`src/rtl/seven_seg_pkg.sv`:
```
// Shared definitions for the seven-segment scanner: FSM state encoding,
// raw active-high segment patterns {g,f,e,d,c,b,a} and the hex decode table.
package seven_seg_pkg;

    typedef enum logic [1:0] {
        ST_IDLE  = 2'd0,
        ST_SHOW  = 2'd1,
        ST_GUARD = 2'd2
    } scan_state_t;

    localparam logic [6:0] SEG_HEX_0 = 7'b0111111;
    localparam logic [6:0] SEG_HEX_1 = 7'b0000110;
    localparam logic [6:0] SEG_HEX_2 = 7'b1011011;
    localparam logic [6:0] SEG_HEX_3 = 7'b1001111;
    localparam logic [6:0] SEG_HEX_4 = 7'b1100110;
    localparam logic [6:0] SEG_HEX_5 = 7'b1101101;
    localparam logic [6:0] SEG_HEX_6 = 7'b1111101;
    localparam logic [6:0] SEG_HEX_7 = 7'b0000111;
    localparam logic [6:0] SEG_HEX_8 = 7'b1111111;
    localparam logic [6:0] SEG_HEX_9 = 7'b1101111;
    localparam logic [6:0] SEG_HEX_A = 7'b1110111;
    localparam logic [6:0] SEG_HEX_B = 7'b1111100;
    localparam logic [6:0] SEG_HEX_C = 7'b0111001;
    localparam logic [6:0] SEG_HEX_D = 7'b1011110;
    localparam logic [6:0] SEG_HEX_E = 7'b1111001;
    localparam logic [6:0] SEG_HEX_F = 7'b1110001;

    // All segments dark in raw (active-high) form.
    localparam logic [6:0] SEG_OFF = 7'b0000000;

    // Maps a hex nibble to its raw segment pattern (lowercase b and d).
    function automatic logic [6:0] hex_to_seg(input logic [3:0] hex);
        logic [6:0] pattern;
        case (hex)
            4'h0:    pattern = SEG_HEX_0;
            4'h1:    pattern = SEG_HEX_1;
            4'h2:    pattern = SEG_HEX_2;
            4'h3:    pattern = SEG_HEX_3;
            4'h4:    pattern = SEG_HEX_4;
            4'h5:    pattern = SEG_HEX_5;
            4'h6:    pattern = SEG_HEX_6;
            4'h7:    pattern = SEG_HEX_7;
            4'h8:    pattern = SEG_HEX_8;
            4'h9:    pattern = SEG_HEX_9;
            4'hA:    pattern = SEG_HEX_A;
            4'hB:    pattern = SEG_HEX_B;
            4'hC:    pattern = SEG_HEX_C;
            4'hD:    pattern = SEG_HEX_D;
            4'hE:    pattern = SEG_HEX_E;
            default: pattern = SEG_HEX_F;
        endcase
        return pattern;
    endfunction

endpackage

```
`src/rtl/seven_seg_decoder.sv`:
```
// Purely combinational hex-to-seven-segment decoder producing raw
// active-high segments {g,f,e,d,c,b,a}.
module seven_seg_decoder
    import seven_seg_pkg::*;
(
    input  logic [3:0] hex,
    output logic [6:0] seg
);

    // Table lookup; polarity handling lives in the scanner.
    always_comb begin
        seg = hex_to_seg(hex);
    end

endmodule

```
`src/rtl/seven_seg_scanner.sv`:
```
// Self-timed multiplexed driver for an N-digit seven-segment display.
// Each digit is lit for DIV clocks, followed by GUARD_CYCLES dark clocks to
// suppress ghosting. The digit value and blank bit are captured when a digit
// is entered so mid-interval input changes never tear the displayed value.
module seven_seg_scanner
    import seven_seg_pkg::*;
#(
    parameter int NUM_DIGITS     = 3,
    parameter int DIV            = 50000,
    parameter int GUARD_CYCLES   = 2,
    parameter int SEG_ACTIVE_LOW = 0,
    parameter int SEL_ACTIVE_LOW = 0
) (
    input  logic                          clk,
    input  logic                          rst_n,
    input  logic                          en,
    input  logic [4*NUM_DIGITS-1:0]       digits,
    input  logic [NUM_DIGITS-1:0]         blank_mask,
    output logic [NUM_DIGITS-1:0]         digit_sel,
    output logic [6:0]                    seg,
    output logic [$clog2(NUM_DIGITS)-1:0] digit_idx
);

    localparam int IW   = $clog2(NUM_DIGITS);
    localparam int PMAX = (DIV > GUARD_CYCLES) ? DIV : GUARD_CYCLES;
    localparam int PW   = $clog2(PMAX);

    localparam logic [PW-1:0] DIV_LAST   = PW'(DIV - 1);
    localparam logic [PW-1:0] GUARD_LAST = (GUARD_CYCLES > 0) ? PW'(GUARD_CYCLES - 1) : '0;
    localparam logic [IW-1:0] IDX_LAST   = IW'(NUM_DIGITS - 1);

    scan_state_t           state_q, state_d;
    logic [IW-1:0]         idx_q, idx_d;
    logic [PW-1:0]         presc_q, presc_d;
    logic [3:0]            nib_q, nib_d;
    logic                  seg_on_q, seg_on_d;
    logic [NUM_DIGITS-1:0] sel_q, sel_d;
    logic [IW-1:0]         didx_q, didx_d;

    logic                  load;
    logic [IW-1:0]         load_idx;
    logic [IW-1:0]         next_idx;
    logic [6:0]            dec_seg;
    logic [6:0]            seg_raw;

    // seg_on_q is the captured "not blanked and currently lit" flag; it gates
    // the decoder output so GUARD, IDLE and blanked digits stay dark.
    seven_seg_decoder u_decoder (
        .hex (nib_q),
        .seg (dec_seg)
    );

    // State register plus all datapath registers, cleared asynchronously so
    // the pins go dark the moment reset is asserted.
    always_ff @(posedge clk or negedge rst_n) begin
        if (!rst_n) begin
            state_q  <= ST_IDLE;
            idx_q    <= '0;
            presc_q  <= '0;
            nib_q    <= '0;
            seg_on_q <= 1'b0;
            sel_q    <= '0;
            didx_q   <= '0;
        end else begin
            state_q  <= state_d;
            idx_q    <= idx_d;
            presc_q  <= presc_d;
            nib_q    <= nib_d;
            seg_on_q <= seg_on_d;
            sel_q    <= sel_d;
            didx_q   <= didx_d;
        end
    end

    // Next-state and next-output logic; entering SHOW is funnelled through
    // the load path so every entry captures the digit the same way.
    always_comb begin
        state_d  = state_q;
        idx_d    = idx_q;
        presc_d  = presc_q;
        nib_d    = nib_q;
        seg_on_d = seg_on_q;
        sel_d    = sel_q;
        didx_d   = didx_q;
        load     = 1'b0;
        load_idx = idx_q;
        next_idx = (idx_q == IDX_LAST) ? '0 : idx_q + IW'(1);

        if (!en) begin
            state_d  = ST_IDLE;
            idx_d    = '0;
            presc_d  = '0;
            sel_d    = '0;
            seg_on_d = 1'b0;
            didx_d   = '0;
        end else begin
            case (state_q)
                ST_IDLE: begin
                    load     = 1'b1;
                    load_idx = '0;
                end
                ST_SHOW: begin
                    if (presc_q == DIV_LAST) begin
                        idx_d = next_idx;
                        if (GUARD_CYCLES > 0) begin
                            state_d  = ST_GUARD;
                            presc_d  = '0;
                            sel_d    = '0;
                            seg_on_d = 1'b0;
                        end else begin
                            load     = 1'b1;
                            load_idx = next_idx;
                        end
                    end else begin
                        presc_d = presc_q + PW'(1);
                    end
                end
                ST_GUARD: begin
                    if (presc_q == GUARD_LAST) begin
                        load     = 1'b1;
                        load_idx = idx_q;
                    end else begin
                        presc_d = presc_q + PW'(1);
                    end
                end
                default: begin
                    state_d  = ST_IDLE;
                    idx_d    = '0;
                    presc_d  = '0;
                    sel_d    = '0;
                    seg_on_d = 1'b0;
                    didx_d   = '0;
                end
            endcase
        end

        if (load) begin
            state_d         = ST_SHOW;
            idx_d           = load_idx;
            presc_d         = '0;
            nib_d           = digits[{load_idx, 2'b00} +: 4];
            seg_on_d        = ~blank_mask[load_idx];
            sel_d           = '0;
            sel_d[load_idx] = 1'b1;
            didx_d          = load_idx;
        end
    end

    // Blanking gate and pin polarity, applied after the registers.
    always_comb begin
        seg_raw   = seg_on_q ? dec_seg : SEG_OFF;
        seg       = (SEG_ACTIVE_LOW != 0) ? ~seg_raw : seg_raw;
        digit_sel = (SEL_ACTIVE_LOW != 0) ? ~sel_q : sel_q;
        digit_idx = didx_q;
    end

endmodule
```
`config.mk`:
```
export PLATFORM = sky130hd
export DESIGN_NAME = seven_seg_scanner
export DESIGN_NICKNAME = d
export VERILOG_FILES = /design/src/rtl/seven_seg_pkg.sv /design/src/rtl/seven_seg_decoder.sv /design/src/rtl/seven_seg_scanner.sv
export SDC_FILE = /design/constraint.sdc
export NUM_CORES = 1
export LEC_CHECK = 0
export BUFFER_PORTS_ARGS = -buffer_cell sky130_fd_sc_hd__buf_2
export CORE_MARGIN = 2
export CORE_UTILIZATION = 30
export DETAILED_ROUTE_END_ITERATION = 8
export SYNTH_ARGS = -nofsm -noshare
export SYNTH_HDL_FRONTEND = slang
export SYNTH_SLANG_ARGS = --single-unit
```
`constraint.sdc`:
```
create_clock -name clk -period 4.3 [get_ports clk]
set_input_delay 0.215 -clock clk [delete_from_list [all_inputs] [get_ports clk]]
set_output_delay 0.215 -clock clk [all_outputs]
set_load 0.005 [all_outputs]
```
Yosys cells after proc, flatten, opt, wreduce, memory -nomap -nowiden

Memories as Yosys holds them, arrays and structs flattened.
Index checks and enable logic that the tools add are counted.

Register bits after elaboration: 30
Memory bits (read-only): 112
Input bits: 18
Output and inout port bits: 12
Logic and storage cells: 65
Memories: 1

Memory list:

| name             | words | width | read ports | clocked after Yosys merged registers in | write ports | RTL line            | RTL |
|---|---|---|---|---|---|---|---|
| (name not given) | 16    | 7     | 1          | 0                                       | 0           | seven_seg_pkg.sv:34 | `case (hex)` |

Add/sub/neg operators: 2
Magnitude comparators: 2
Eq/ne operators: 10
Shifts and indexed selects: 1
Muxes and demuxes: 35
Bitwise gates (word level): 1
Reductions and logical operators: 6

Operators by type and width:

| kind                                                                         | count |
|---|---|
| 16-bit 2-to-1 mux                                                            | 4 |
| 16-bit case mux with 3 select lines                                          | 1 |
| 2-bit 2-to-1 mux                                                             | 12 |
| 16-bit by 1-bit adder with 16-bit output, second input constant              | 1 |
| 16-bit by 1-bit == test with 1-bit output, second input constant             | 1 |
| 16-bit == test, second input constant                                        | 1 |
| 12-bit by 5-bit indexed part select with 4-bit output                        | 1 |
| 3-bit 2-to-1 mux                                                             | 3 |
| 4-bit inequality test, second input constant                                 | 2 |
| 2-bit case mux with 2 select lines                                           | 2 |
| 1-bit 2-to-1 mux                                                             | 7 |
| 7-bit 2-to-1 mux                                                             | 1 |
| 3-bit by 2-bit inequality test with 1-bit output, second input constant      | 2 |
| 3-bit case mux with 2 select lines                                           | 1 |
| 2-bit == test, second input constant                                         | 2 |
| 1-bit case mux with 2 select lines                                           | 2 |
| 2-bit AND reduction                                                          | 2 |
| 2-bit by 3-bit less-than comparator with 1-bit output, second input constant | 1 |
| 3-bit inequality test, second input constant                                 | 1 |
| 3-bit OR reduction                                                           | 1 |
| 2-bit by 1-bit adder with 2-bit output, second input constant                | 1 |
| 1-bit binary-select mux with 2-bit select                                    | 1 |
| 1-bit demux with 2-bit select                                                | 1 |
| 2-bit by 1-bit == test with 1-bit output, second input constant              | 1 |
| other kinds (5)                                                              | 5 |

Depth between registers and ports, before layout

Word-level depth: 8
Depth in mapped cells: 8
Gate-level depth less buffers: 7

Modules after synthesis

From an unflattened synthesis, not the netlist that was laid out.

Cells, all modules: 207
Area, all modules: 2020.7 µm²

By module, submodules not included:

| module            | times used | cells an instance | area each (µm²) | seq. area each (µm²) |
|---|---|---|---|---|
| seven_seg_scanner | 1          | 174               | 1732.9          | 750.7 |
| seven_seg_decoder | 1          | 33                | 287.8           | 0.0 |

Least setup slack after synthesis

OpenSTA, ideal clock, no wires.

Kind: reg-to-reg
Start: register presc_q[12]
End: register sel_q[1] (netlist: digit_sel[1])
Library setup time: 0.076 ns
Data arrival time: 1.939 ns
Data required time: 4.224 ns
Setup slack: 2.285 ns
Cell stages (with the launch flop): 6
Buffers on the path: 0
Period minus slack after synthesis: 2.015 ns
Cells stage by stage: dfrtp_1 or4_4 nor4_4 a31oi_4 or3b_4 o2bb2ai_2

Longest elaborated chain between the ends: 6
Elaborated cells on any way between the ends: 9
Those cells by class: 4 x eq/ne; 4 x mux; 1 x reduce/logical

RTL lines:

| item                                                                                                | RTL line                 | RTL |
|---|---|---|
| start, declared                                                                                     | seven_seg_scanner.sv:34  | `logic [PW-1:0] presc_q, presc_d;` |
| start signal, assigned                                                                              | seven_seg_scanner.sv:67  | `presc_q <= presc_d;` |
| 16-bit by 1-bit == test with 1-bit output                                                           | seven_seg_scanner.sv:119 | `if (presc_q == GUARD_LAST) begin` |
| 1-bit 2-to-1 mux                                                                                    | seven_seg_scanner.sv:119 |  |
| 1-bit case mux with 2 select lines                                                                  | seven_seg_scanner.sv:97  | `case (state_q)` |
| 1-bit 2-to-1 mux                                                                                    | seven_seg_scanner.sv:89  | `if (!en) begin` |
| 4-bit inequality test (no line) or 3-bit by 2-bit inequality test with 1-bit output (tied branches) | n/a                      |  |
| 2-bit AND reduction (no line)                                                                       | n/a                      |  |
| end signal, assigned                                                                                | seven_seg_scanner.sv:70  | `sel_q <= sel_d;` |
| end, declared                                                                                       | seven_seg_scanner.sv:37  | `logic [NUM_DIGITS-1:0] sel_q, sel_d;` |

Several ways; a longest one is shown, not always the timed one.
A chain may end at the register's enable or synchronous reset.

Final worst setup path

Start: register presc_q[12]
End: register presc_q[5]

Longest elaborated chain between the ends: 6
Elaborated cells on any way between the ends: 12
Those cells by class: 4 x eq/ne; 7 x mux; 1 x reduce/logical

RTL lines:

| item                                                                     | RTL line |
|---|---|
| 16-bit by 1-bit == test with 1-bit output                                | seven_seg_scanner.sv:119 |
| 1-bit 2-to-1 mux                                                         | seven_seg_scanner.sv:119 |
| 1-bit case mux with 2 select lines                                       | seven_seg_scanner.sv:97 |
| 1-bit 2-to-1 mux                                                         | seven_seg_scanner.sv:89 |
| 4-bit inequality test (no line) or 3-bit inequality test (tied branches) | n/a |
| 2-bit AND reduction (no line)                                            | n/a |

Several ways; a longest one is shown, not always the timed one.

==> impl_metrics.py <==
metrics = {
    "route": {
        "drt_iter0_markers": 46,
        "avgRoutedWirePerCell_um": 13.4,
        "drc": 0,
        "wl_um": 4140,
        "routed_via_density": 5.17,
        "vias": 1597,
        "first_pass_iters": 4,
        "ant_nets": 0,
    },
    "placement": {
        "dpl.hpwl_um": 3020,
        "portBuffers": 29,
        "place_inst": 302,
        "place.gp.congestion": 0.797,
    },
    "critical_path": {
        "crit_type": "reg -> reg",
        "required_ns": 4.44,
        "end_kind": "register",
        "max_stage_delay_ns": 0.56,
        "cp_slowest_cell": "or4_4",
        "crit_fanout": 16,
        "crit_chain": "or4_4 -> nor4_4 -> a21oi_1 -> nand4_2 -> nor2_1",
        "arrival_ns": 2.37,
        "start_kind": "register",
    },
    "synthesis": {
        "synthAdderAreaFrac": 0.0734,
        "synthXorXnorAreaFrac": 0.0654,
        "avgSynthCellArea_um2": 9.05,
        "ys_async_sr_fraction": 1.00,
        "muxShareOfSynthArea": 0,
        "synthCells": 207,
        "synth_area_um2": 1870,
        "synth.distinct_cells": 39,
        "synth_nets": 236,
        "yosysSeqAreaShare": 0.401,
        "synth-seq-cells": 30,
        "yosysWarnings": 0,
        "synthSimpleGateAreaFrac": 0.270,
        "synth_top_family_by_area": "simple AND/OR/NAND/NOR gates",
        "synth_compound_area_frac": 0.151,
        "synth_edf_count": 0,
        "synth_top_flop_cell": "dfrtp_1",
    },
    "cts": {
        "post_cts_buffers": 0,
        "clk_latency_ns": 0.28,
        "cts.sinks": 30,
        "clkTransAtPathRegs_ns": 0.07,
        "h-tree-depth": 2,
        "post_cts_resized": 0,
        "numCtsBuffers": 5,
        "clockBufferDepth": 2,
        "cts-root-buf": "clkbuf_8",
        "cts_tree": "yes",
        "cts_hold_buffers": 0,
    },
    "timing": {
        "finalSetupTns_ns": 0,
        "hold_viol": 30,
        "period_needed_ns": 2.22,
        "whs_ns": -0.0248,
        "finalSetupViolCount": 0,
        "clock_skew_ns": 0.00803,
        "fmax_ghz": 0.449,
        "rsz0062_at_grt": "false",
        "slew_headroom": 0.547,
        "final_max_slew_viol_count": 0,
        "worst_pin_slew_ns": 0.680,
        "post-route-period-util": 0.517,
    },
    "cells_and_area": {
        "fin_nets": 263,
        "final_cell_mix": "30 x dfrtp_1, 29 x buf_2, 23 x nor2_1, 17 x nand3_1, 15 x nand2_1",
        "drive_above_1_share": 0.184,
        "area_growth_pct": 15.0,
        "fin_util": 0.360,
        "layout_commonest_cell": "dfrtp_1",
        "stdcell_count": 309,
        "diodes": 0,
    },
    "grt": {
        "antenna_found_initial": 0,
        "grt_max_degree": 31,
        "grt_pass1_wl_um": 7200,
        "grt_usage": 0.126,
        "grt-ovfl-total": 0,
        "grt_pass1_vias": 1535,
    },
    "floorplan": {
        "initial_utilization": 0.313,
        "rows": 28,
        "chipWidth_um": 83.0,
        "coreArea_um2": 5990,
        "ios": 30,
        "die-area_um2": 6900,
        "die_h_um": 83.0,
    },
    "run_status": {
        "violations": "negative hold slack",
        "status": "finished with violations",
    },
    "pwr": {
        "power_density_nw_per_um2": 286,
        "irDropWorstVdd_v": 0.000167,
        "power.leakage_nw": 0.954,
    },
    "worst_hold_path": {
        "hold_class": "in -> async",
    },
    "flow_run": {
        "maxCapViolCount": 0,
    },
}
-- sequential cells by signal (all words and copies together), names as in the netlist --
name       count
state_q        2
presc_q       16
idx_q          2
seg_on_q       1
digit_sel      3
digit_idx      2
nib_q          4
-- layout make-up --
class | instances | area, um^2
tap | 75 | 93.8
clock inverter | 2 | 10.0
multi-input combinational | 158 | 1050
sequential | 30 | 751
inverter | 10 | 37.5
fill | 617 | 3840
timing repair buffer | 29 | 145
clock buffer | 5 | 68.8
-- power breakdown --
part	total [W]	internal [W]	switching [W]
Clock	0.000209	0.000108	0.000101
Sequential	0.000310	0.000292	0.0000185
Combinational	0.0000978	0.0000403	0.0000575
-- synth_stat cells, types with 3 or more instances --
cell type / count / share of area
nand3b_1: 3 / 0.012
a21oi_1: 11 / 0.029
dfrtp_1: 30 / 0.40
nor3_1: 5 / 0.013
nor2_1: 23 / 0.046
nand4_1: 8 / 0.027
o21ai_0: 11 / 0.029
xor2_1: 11 / 0.051
nand2b_1: 8 / 0.027
nand3_1: 17 / 0.045
inv_1: 10 / 0.020
nand2_1: 15 / 0.030
xnor2_1: 3 / 0.014
clkbuf_1: 7 / 0.014
o31ai_1: 3 / 0.012
ha_1: 11 / 0.073
a221oi_1: 5 / 0.023
-- worst paths after layout --
path                       slack, ns  cells past startpoint    startpoint           end
max                             2.08                      5   presc_q[12]    presc_q[5]
min                            -0.02                      1         rst_n   presc_q[10]
max reg2reg                     2.08                      5   presc_q[12]    presc_q[5]
min reg2reg                     0.51                      1  digit_sel[1]  digit_sel[1]
max in group asynchronous       3.89                      1         rst_n    state_q[0]
min in group clk                0.25                      3            en  digit_idx[1]
-- worst max-delay path, delay by kind of cell, from the launching register on --
family,cells,cell delay [ns]
compound gates,1,0.27
flops,1,0.41
simple gates,4,1.42
-- cell families (layout without fill, tap and decap cells) --
group	count (synthesis)	in the layout
compound gates	40	40
xor+xnor	14	14
buf+inv	19	46
simple gates	93	93
flops	30	30
fa+ha+maj	11	11
-- through the flow --
step           hold slack (ns)  setup WS [ns]  cell area, um^2  power [W]
2_1_floorplan          -0.0806           2.29             1870   0.000376
3_3_place_gp             0.306           2.11             2080   0.000412
3_5_place_dp             0.307           2.10             2080   0.000414
4_1_cts                0.00930           2.07             2150   0.000627
5_1_grt                 0.0316           1.88             2150   0.000656
6_report               -0.0248           2.08             2150   0.000617
-- layer usage --
| metal | vias to the layer above | global-route usage | share of wire |
|---|---|---|---|
| met3 | 4 | 0.0318 | 0.052 |
| li1 | 787 | - | - |
| met5 | - | 0 | 0 |
| met1 | 764 | 0.168 | 0.48 |
| met2 | 42 | 0.202 | 0.46 |
| met4 | 0 | 0.0358 | 0.0077 |
Power figures use the tool's default switching activity.
